## src/rtl/leaf_pkg.sv

```systemverilog
// Shared types and helpers for the leaf stream bridge: start-sequencer states,
// default widths and the ap_hs transfer rule.
`ifndef LEAF_AP_HS_XFER
`define LEAF_AP_HS_XFER(vld, ack) ((vld) && (ack))
`endif

package leaf_pkg;

  localparam int PAYLOAD_BITS_DEF = 32;
  localparam int CNT_BITS_DEF     = 32;

  typedef enum logic {
    START_WAIT = 1'b0,
    START_RUN  = 1'b1
  } start_state_e;

  // Pointer width for a power-of-two FIFO depth; never narrower than one bit.
  function automatic int ptr_w(input int depth);
    return (depth > 1) ? $clog2(depth) : 1;
  endfunction

  // Occupancy must hold 0..depth inclusive.
  function automatic int occ_w(input int depth);
    return $clog2(depth + 1);
  endfunction

  // A word moves on an ap_hs pair only in a cycle where both sides are high.
  function automatic logic hs_xfer(input logic vld, input logic ack);
    return vld && ack;
  endfunction

endpackage

```

## src/rtl/leaf_fwft_fifo.sv

```systemverilog
// First-word-fall-through FIFO with ap_hs style ports. A word written in one
// cycle is presented on rd_data the next; a full FIFO refuses writes even when read.
module leaf_fwft_fifo
  import leaf_pkg::*;
#(
  parameter int DEPTH = 4,
  parameter int WIDTH = PAYLOAD_BITS_DEF
) (
  input  logic             clk,
  input  logic             reset,
  input  logic             flush,
  input  logic [WIDTH-1:0] wr_data,
  input  logic             wr_vld,
  output logic             wr_ack,
  output logic [WIDTH-1:0] rd_data,
  output logic             rd_vld,
  input  logic             rd_ack
);

  localparam int PW = ptr_w(DEPTH);
  localparam int CW = occ_w(DEPTH);
  localparam logic [CW-1:0] FULL_OCC = CW'(DEPTH);

  logic [WIDTH-1:0] mem [DEPTH];
  logic [PW-1:0]    wr_ptr;
  logic [PW-1:0]    rd_ptr;
  logic [CW-1:0]    occ;
  logic             full;
  logic             do_wr;
  logic             do_rd;

  assign full   = (occ == FULL_OCC);
  assign rd_vld = (occ != '0);
  assign wr_ack = !full && !flush && !reset;
  assign do_wr  = hs_xfer(wr_vld, wr_ack);
  // Flush wins over a concurrent read: the head word is dropped, not delivered.
  assign do_rd  = hs_xfer(rd_vld, rd_ack) && !flush;

  // Data is forced to zero while nothing is presented so stale words never leak.
  assign rd_data = rd_vld ? mem[rd_ptr] : '0;

  // NOTE: sequential state uses non-blocking assignments so every register
  // samples the pre-edge values of its neighbours.
  always_ff @(posedge clk) begin
    if (reset || flush) begin
      wr_ptr <= '0;
      rd_ptr <= '0;
      occ    <= '0;
    end else begin
      if (do_wr) wr_ptr <= wr_ptr + PW'(1);
      if (do_rd) rd_ptr <= rd_ptr + PW'(1);
      case ({do_wr, do_rd})
        2'b10:   occ <= occ + CW'(1);
        2'b01:   occ <= occ - CW'(1);
        default: occ <= occ;
      endcase
    end
  end

  // NOTE: the storage array has no reset; occupancy alone decides what is
  // valid, which keeps the array mappable to plain RAM/flops without reset.
  always_ff @(posedge clk) begin
    if (do_wr) mem[wr_ptr] <= wr_data;
  end

endmodule

```

## src/rtl/leaf_stream_bridge.sv

```systemverilog
// Elastic bridge between leaf_interface vectors and an HLS kernel's ap_hs ports:
// one FWFT FIFO per channel, delayed ap_start, flush and saturating transfer counters.
module leaf_stream_bridge
  import leaf_pkg::*;
#(
  parameter int NUM_IN_PORTS  = 2,
  parameter int NUM_OUT_PORTS = 1,
  parameter int PAYLOAD_BITS  = PAYLOAD_BITS_DEF,
  parameter int FIFO_DEPTH    = 4,
  parameter int START_DELAY   = 16,
  parameter int CNT_BITS      = CNT_BITS_DEF
) (
  input  logic                                      clk,
  input  logic                                      reset,
  input  logic                                      flush,
  input  logic [NUM_IN_PORTS*PAYLOAD_BITS-1:0]      dout_leaf_interface2user,
  input  logic [NUM_IN_PORTS-1:0]                   vld_interface2user,
  output logic [NUM_IN_PORTS-1:0]                   ack_user2interface,
  output logic [NUM_IN_PORTS*PAYLOAD_BITS-1:0]      kin_data,
  output logic [NUM_IN_PORTS-1:0]                   kin_vld,
  input  logic [NUM_IN_PORTS-1:0]                   kin_ack,
  input  logic [NUM_OUT_PORTS*PAYLOAD_BITS-1:0]     kout_data,
  input  logic [NUM_OUT_PORTS-1:0]                  kout_vld,
  output logic [NUM_OUT_PORTS-1:0]                  kout_ack,
  output logic [NUM_OUT_PORTS*PAYLOAD_BITS-1:0]     din_leaf_user2interface,
  output logic [NUM_OUT_PORTS-1:0]                  vld_user2interface,
  input  logic [NUM_OUT_PORTS-1:0]                  ack_interface2user,
  output logic                                      ap_start,
  output logic [(NUM_IN_PORTS+NUM_OUT_PORTS)*CNT_BITS-1:0] xfer_cnt
);

  localparam int NUM_CH = NUM_IN_PORTS + NUM_OUT_PORTS;
  localparam int DW     = (START_DELAY > 0) ? $clog2(START_DELAY + 1) : 1;
  localparam logic [DW-1:0] DLY_LAST = DW'(START_DELAY);

  // ---------------------------------------------------------------- start sequencer
  start_state_e state_q, state_d;
  logic [DW-1:0] dly_q, dly_d;

  always_ff @(posedge clk) begin
    if (reset) begin
      state_q <= START_WAIT;
      dly_q   <= '0;
    end else begin
      state_q <= state_d;
      dly_q   <= dly_d;
    end
  end

  // NOTE: every variable driven here gets a default first, so no path leaves
  // it unassigned and no latch is inferred.
  always_comb begin
    state_d = state_q;
    dly_d   = dly_q;
    case (state_q)
      START_WAIT: begin
        if (dly_q == DLY_LAST) state_d = START_RUN;
        else                   dly_d   = dly_q + DW'(1);
      end
      START_RUN: state_d = START_RUN;
      default:   state_d = START_WAIT;
    endcase
  end

  assign ap_start = (state_q == START_RUN);

  // ---------------------------------------------------------------- channel FIFOs
  logic [NUM_CH-1:0]       up_xfer;
  logic [NUM_IN_PORTS-1:0] in_rd_vld;

  for (genvar i = 0; i < NUM_IN_PORTS; i++) begin : g_in
    // Kernel side is held off until ap_start, but the FIFO keeps filling.
    leaf_fwft_fifo #(
      .DEPTH (FIFO_DEPTH),
      .WIDTH (PAYLOAD_BITS)
    ) u_fifo (
      .clk     (clk),
      .reset   (reset),
      .flush   (flush),
      .wr_data (dout_leaf_interface2user[i*PAYLOAD_BITS +: PAYLOAD_BITS]),
      .wr_vld  (vld_interface2user[i]),
      .wr_ack  (ack_user2interface[i]),
      .rd_data (kin_data[i*PAYLOAD_BITS +: PAYLOAD_BITS]),
      .rd_vld  (in_rd_vld[i]),
      .rd_ack  (kin_ack[i] && ap_start)
    );

    assign kin_vld[i] = in_rd_vld[i] && ap_start;
    assign up_xfer[i] = hs_xfer(vld_interface2user[i], ack_user2interface[i]);
  end

  for (genvar j = 0; j < NUM_OUT_PORTS; j++) begin : g_out
    leaf_fwft_fifo #(
      .DEPTH (FIFO_DEPTH),
      .WIDTH (PAYLOAD_BITS)
    ) u_fifo (
      .clk     (clk),
      .reset   (reset),
      .flush   (flush),
      .wr_data (kout_data[j*PAYLOAD_BITS +: PAYLOAD_BITS]),
      .wr_vld  (kout_vld[j]),
      .wr_ack  (kout_ack[j]),
      .rd_data (din_leaf_user2interface[j*PAYLOAD_BITS +: PAYLOAD_BITS]),
      .rd_vld  (vld_user2interface[j]),
      .rd_ack  (ack_interface2user[j])
    );

    assign up_xfer[NUM_IN_PORTS + j] = hs_xfer(kout_vld[j], kout_ack[j]);
  end

  // ---------------------------------------------------------------- transfer counters
  for (genvar c = 0; c < NUM_CH; c++) begin : g_cnt
    logic [CNT_BITS-1:0] cnt_q;

    // Counts stick at all-ones; flush leaves them alone, only reset clears.
    always_ff @(posedge clk) begin
      if (reset)                          cnt_q <= '0;
      else if (up_xfer[c] && cnt_q != '1) cnt_q <= cnt_q + CNT_BITS'(1);
    end

    assign xfer_cnt[c*CNT_BITS +: CNT_BITS] = cnt_q;
  end

endmodule

```

## config.mk

```make
export PLATFORM = sky130hd
export DESIGN_NAME = leaf_stream_bridge
export DESIGN_NICKNAME = d
export VERILOG_FILES = /design/src/rtl/leaf_pkg.sv /design/src/rtl/leaf_fwft_fifo.sv /design/src/rtl/leaf_stream_bridge.sv
export SDC_FILE = /design/constraint.sdc
export NUM_CORES = 1
export LEC_CHECK = 0
export BUFFER_PORTS_ARGS = -buffer_cell sky130_fd_sc_hd__clkbuf_2
export CAP_MARGIN = 20
export CORE_MARGIN = 2
export CORE_UTILIZATION = 44
export CTS_CLUSTER_DIAMETER = 60
export DETAILED_ROUTE_END_ITERATION = 12
export GPL_ROUTABILITY_DRIVEN = 1
export SYNTH_ARGS = -nofsm -noshare
export SYNTH_HDL_FRONTEND = slang
export SYNTH_HIERARCHICAL = 1
export SYNTH_SLANG_ARGS = --single-unit
```

## constraint.sdc

```tcl
create_clock -name clk -period 3.9 [get_ports clk]
set_clock_uncertainty 0.2 [all_clocks]
set_input_delay 0.975 -clock clk [delete_from_list [all_inputs] [get_ports clk]]
set_output_delay 0.975 -clock clk [all_outputs]
set_load 0.01 [all_outputs]
```

==> results_dict.tcl, run 1 <==
set metrics [dict create \
    yosys.area.top_type "edfxtp_1" \
    antenna_left 0 \
    drv_cap 0 \
    finalSetupTns_ns 0 \
    dr.pass1.iters 5 \
    clk_pin_slew_ns 0.06 \
    cp-end-kind "primary output" \
    dieArea_um2 50200 \
    wl_met1_um 19100 \
    period_needed_ns 3.53 \
    yosys.area_share.simple_pct 12.3 \
    clk_latency_ns 0.60 \
    syn_inst 1394 \
    synth.cell_area_um2 21300 \
    wl_met2_um 22300 \
    antenna_found_initial 1 \
    required_ns 2.72 \
    avgSynthCellArea_um2 15.3 \
    met3_length_um 2860 \
    highest_layer "met4" \
    worstMarginPinSlew_ns 1.04 \
    numPlacedInstances 2278 \
    status "completed" \
    drt-initial-drc-count 728 \
    finalHoldViolCount 0 \
    synth_top_area_share_pct 54.1 \
    grt_pass1_vias 12900 \
    start_util_pct 44.6 \
    synth.area.top_cells "edfxtp_1, dfxtp_1, mux4_2" \
    ioPinCount 304 \
    yosysUniqueCellTypes 58 \
    rsz0062_at_grt "no" \
    max_freq_mhz 283 \
    grt_pass1_wl_um 71200 \
    die_h_um 224 \
    power.leakage_nw 8.66 \
    synthFlopType "edfxtp_1" \
    grt_overflow 0 \
    clock_path_buffers 3 \
    max_slew_margin_pct 30.5 \
    setup.worst_path.start_class "register" \
    cp_top_family "flip-flops" \
    stdcell_count 2381 \
    io_buffers 303 \
    path_class "register to primary output" \
    synth-seq-area-share_pct 66.3 \
    drc 0 \
    cts_tree "yes" \
    ys_seq_elements 513 \
    rows 80 \
    syn-num-nets 1522 \
    dp_hpwl_um 28400 \
    core_region_area_um2 47700 \
    cts_hold_buf 0 \
    setup_violations 0 \
    htree_levels 2 \
    cts_setup_buffers 0 \
    final_util_pct 52.9 \
    synth_top_family_by_area "simple AND/OR/NAND/NOR gates" \
    vias_per_cell 5.41 \
    synth_edf_count 384 \
    drive_above_1_share_pct 31.4 \
    cts_root_buffer "clkbuf_16" \
    ys_async_sr_fraction_pct 0 \
    synth-xor-area-share_pct 2.02 \
    synthAdderAreaFrac_pct 1.46 \
    crit_slowest_cell "dfxtp_2" \
    drv_slew 0 \
    track_usage_pct 18.0 \
    cp.arrival_ns 2.35 \
    wl_per_cell_um 19.1 \
    cts_buffers 55 \
    fill_cells 4000 \
    cp_num_buf_inv 2 \
    drt-total-wl_um 45400 \
    ir_drop_uv 362 \
    dieWidth_um 224 \
    cts.sinks 513 \
    critical_path.max_stage_delay_ns 0.67 \
    worstPathMaxFanout 16 \
    grt_max_degree 72 \
    ys_warn_count 6 \
    path_cells "buf_12 > mux4_2 > nor2b_1 > clkbuf_2" \
    layout.nets 1848 \
    synth.area.mux_share_pct 10.7 \
    synth_compound_area_share_pct 4.57 \
    hp-class "register to register" \
    pwr_density_cell_nw_per_um2 450 \
    gp_congestion 0.814 \
    vias 12900 \
    area_delta_synth_final_pct 18.5 \
    post_cts_resized 0 \
    period_share_pct 90.4 \
]
-- sequential cells by signal (all words and copies together), names as in the netlist, named ones only --
register	cells
g_out.u_fifo/wr_ptr	2
g_out.u_fifo/mem	128
dly_q	5
g_in.u_fifo/rd_ptr	4
g_in.u_fifo/occ	6
g_cnt.cnt_q	96
g_in.u_fifo/wr_ptr	4
g_in.u_fifo/mem	256
g_out.u_fifo/occ	3
ap_start	1
g_out.u_fifo/rd_ptr	2
-- cells in the final DEF (no fill, tap or decap), drive strengths merged, types with 17 or more instances in the layout --
| cell type | n |
|---|---|
| nand4 | 32 |
| dfxtp | 129 |
| edfxtp | 384 |
| and3 | 23 |
| buf | 31 |
| clkinv | 17 |
| nand2 | 39 |
| ha | 20 |
| xnor2 | 25 |
| mux4 | 96 |
| inv | 40 |
| or4 | 22 |
| o31ai | 23 |
| a21oi | 58 |
| nor2b | 103 |
| xor2 | 24 |
| clkbuf | 377 |
| nand3 | 35 |
| or3 | 36 |
| nor2 | 85 |
| o21ai | 36 |
-- final timing paths --
check,startpoint,endpoint,slack (ns),cells past startpoint
worst max-delay path,register,kin_data[39],0.37,4
worst min-delay path,g_out[0].u_fifo/rd_ptr[1],register,0.29,2
worst max register to register,g_cnt[2].cnt_q[0],g_cnt[2].cnt_q[3],0.73,6
worst min register to register,g_out[0].u_fifo/rd_ptr[1],register,0.29,2
-- tightest hold or removal path, cell delays in order, from the launching register on --
cell	delay, ns
dfxtp_1	0.30
o21ai_0	0.06
a21oi_1	0.08
-- Yosys cell counts (4+ instances only) --
cell type  instances
a2111oi_0          7
a211oi_1           5
a21oi_1           58
a31oi_1            6
and2_1            12
and3_1            23
and4_1            15
buf_12             9
buf_2             16
clkbuf_1          35
dfxtp_1          129
edfxtp_1         384
ha_1              20
inv_1             33
mux2_2             5
mux2i_1            6
mux4_2            96
nand2_1           39
nand3_1           35
nand3b_1           4
nand4_1           30
nor2_1            85
nor2b_1           97
nor2b_4            6
nor3_1             4
nor4_1            15
o2111ai_1          4
o211ai_1           5
o21ai_0           36
o31ai_1           20
or3_1             36
or4_1             21
xnor2_1           25
xor2_1            24
-- layer usage --
metal | global-route usage (%) | vias to the layer above
met5 | 0 | -
met3 | 4.29 | 69
li1 | - | 6053
met2 | 30.1 | 339
met4 | 5.25 | 0
met1 | 23.6 | 6415
-- cells by family after synthesis --
family / count (synthesis)
fa+ha+maj: 23
xor+xnor: 49
mux: 107
compound gates: 156
flops: 513
buf+inv: 100
simple gates: 446
-- metrics by stage --
step / instance area (µm²) / setup slack (ns) / hold WS (ns) / power (mW)
floorplan: 21300 / 0.680 / 0.259 / 6.19
global placement: 23400 / 0.474 / 0.268 / 6.34
detailed placement: 23400 / 0.431 / 0.290 / 6.35
CTS: 25200 / 0.258 / 0.295 / 11.5
global route: 25200 / 0.201 / 0.325 / 11.7
finish: 25200 / 0.373 / 0.287 / 11.4
-- power by group --
part | total, mW | internal [mW] | leakage [nW] | switching, mW
clock | 5.12 | 2.98 | 0.874 | 2.14
sequential | 5.94 | 5.92 | 4.51 | 0.0198
combinational | 0.293 | 0.119 | 3.27 | 0.175
-- area by class of cell --
cell class | instances | area (µm²) | area share, %
tap | 615 | 769 | 3.05
inverter | 36 | 135 | 0.535
antenna | 1 | 2.50 | 0.00991
clock buffer | 75 | 1500 | 5.95
timing repair buffer | 333 | 1780 | 7.06
clock inverter | 27 | 294 | 1.16
multi-input combinational | 781 | 6640 | 26.3
sequential | 513 | 14100 | 55.9
Note: power is estimated with default switching activity, not from simulation.
==> inputs of run 2 (changes only) <==
Settings changed: CORE_MARGIN 2 to default.
==> run 2 against run 1 <==
  * Core utilization hardly changed
  * Clock-buffer cell count fell by 4
  * Largest cell class unchanged
  * Critical endpoint is now kin_data[43]
  * Largest power group unchanged
  * Final cell count about the same
  * Design area barely moved
  * Sequential power is essentially flat
==> results_dict.tcl, run 2 (synthesis gave the netlist of run 1 again) <==
set metrics [dict create \
    worstMarginPinSlew_ns 1.04 \
    crit_slowest_cell "dfxtp_2" \
    area_delta_synth_final_pct 18.6 \
    reg2reg_slack_ns 0.88 \
    gp_congestion 0.828 \
    cp-end-kind "primary output" \
    wl_per_cell_um 19.1 \
    cts_tree "yes" \
    drv_cap 0 \
    cts_hold_buf 0 \
    vias_per_cell 5.40 \
    layout.nets 1850 \
    largest_reg_flops 256 \
    vias 12900 \
    antenna_left 0 \
    cts.sinks 513 \
    final_common_cell "edfxtp_1" \
    required_ns 2.72 \
    cts_setup_buffers 0 \
    dieWidth_um 222 \
    ir_drop_uv 370 \
    pwr_density_cell_nw_per_um2 449 \
    grt_max_degree 62 \
    finalSetupTns_ns 0 \
    period_share_pct 90.4 \
    fill_cells 4016 \
    cts_root_buffer "clkbuf_16" \
    finalHoldViolCount 0 \
    drive_above_1_share_pct 31.3 \
    rr_endpoint "g_cnt[2].cnt_q[24]" \
    grt_overflow 0 \
    grt_pass1_wl_um 70800 \
    die_h_um 222 \
    whs_path_depth 2 \
    path_class "register to primary output" \
    worstPathMaxFanout 21 \
    hp-start "g_in[0].u_fifo/rd_ptr[1]" \
    clk_latency_ns 0.60 \
    hp-class "register to register" \
    mostFrequentLayoutCells "edfxtp_1, clkbuf_2, dfxtp_1" \
    path_cells "buf_12 > mux4_2 > nor2b_1 > clkbuf_2" \
    rsz0062_at_grt "no" \
    dr.pass1.iters 4 \
    htree_levels 2 \
    dp_hpwl_um 28100 \
    rows 80 \
    drc 0 \
    top_regs "g_in.u_fifo/mem x256, g_out.u_fifo/mem x128, g_cnt.cnt_q x96" \
    rr_startpoint "g_cnt[2].cnt_q[0]" \
    antenna_found_initial 3 \
    start_util_pct 44.6 \
    reg2regPathDepth 6 \
    max_freq_mhz 284 \
    track_usage_pct 18.3 \
    dieArea_um2 49300 \
    max_slew_margin_pct 30.0 \
    status "completed" \
    cp.arrival_ns 2.35 \
    setup_violations 0 \
    clk_pin_slew_ns 0.06 \
    drt-initial-drc-count 616 \
    grt_pass1_vias 12600 \
    power.leakage_nw 8.68 \
    critical_path.max_stage_delay_ns 0.62 \
    post_cts_resized 0 \
    core_region_area_um2 47700 \
    io_buffers 303 \
    final_util_pct 52.9 \
    cts_buffers 55 \
    clock_path_buffers 3 \
    ioPinCount 304 \
    setup.worst_path.start_class "register" \
    drt-total-wl_um 45400 \
    drv_slew 0 \
    period_needed_ns 3.53 \
    largest-register "g_in.u_fifo/mem" \
]
## run 2: per-stage QoR
stage	area [µm²]	total power [mW]	setup WS [ns]	std cells	hold slack, ns
global route	25200	11.7	0.216	2379	0.303
finish	25300	11.3	0.374	2380	0.288
global placement	23500	6.34	0.494	2279	0.271
floorplan	21300	6.19	0.680	1394	0.259
detailed placement	23500	6.35	0.464	2279	0.285
CTS	25200	11.5	0.269	2378	0.292
## run 2: cell type report
class                      count  area, µm²  area share (%)
antenna                        1       2.50         0.00991
clock buffer                  71       1500            5.93
clock inverter                28        282            1.11
inverter                      36        135           0.535
multi-input combinational    781       6640            26.3
sequential                   513      14100            55.9
tap                          615        769            3.05
timing repair buffer         335       1810            7.17
## run 2: power by group
part           leakage, nW  internal, mW  total [mW]  switching [mW]
Clock                0.878          3.03        5.11            2.08
Combinational         3.29         0.120       0.295           0.175
Sequential            4.51          5.92        5.94          0.0190
## run 2: worst max-delay path: cells and delay by family (launching register included)
| family | cells | cell delay (ns) |
|---|---|---|
| AND/OR/NAND/NOR | 1 | 0.17 |
| buffers and inverters | 2 | 0.42 |
| multiplexers | 1 | 0.53 |
| flip-flops | 1 | 0.62 |
## run 2: worst max-delay path by stage
| stage | start | depth (start not counted) | end |
|---|---|---|---|
| 2_1_floorplan | flush | 8 | g_cnt[0].cnt_q[29] |
| 3_3_place_gp | flush | 8 | g_cnt[1].cnt_q[25] |
| 3_5_place_dp | flush | 8 | g_cnt[1].cnt_q[25] |
| 5_1_grt | register | 4 | kin_data[43] |
| 4_1_cts | register | 4 | kin_data[43] |
| 6_report | register | 4 | kin_data[43] |
## run 2: metal layers
metal,up-vias,GRT usage [%],routed length [µm]
li1,6056,-,-
met1,6450,23.8,19800
met2,282,30.7,22300
met3,68,4.07,2290
met4,6,5.78,960
met5,-,0,36
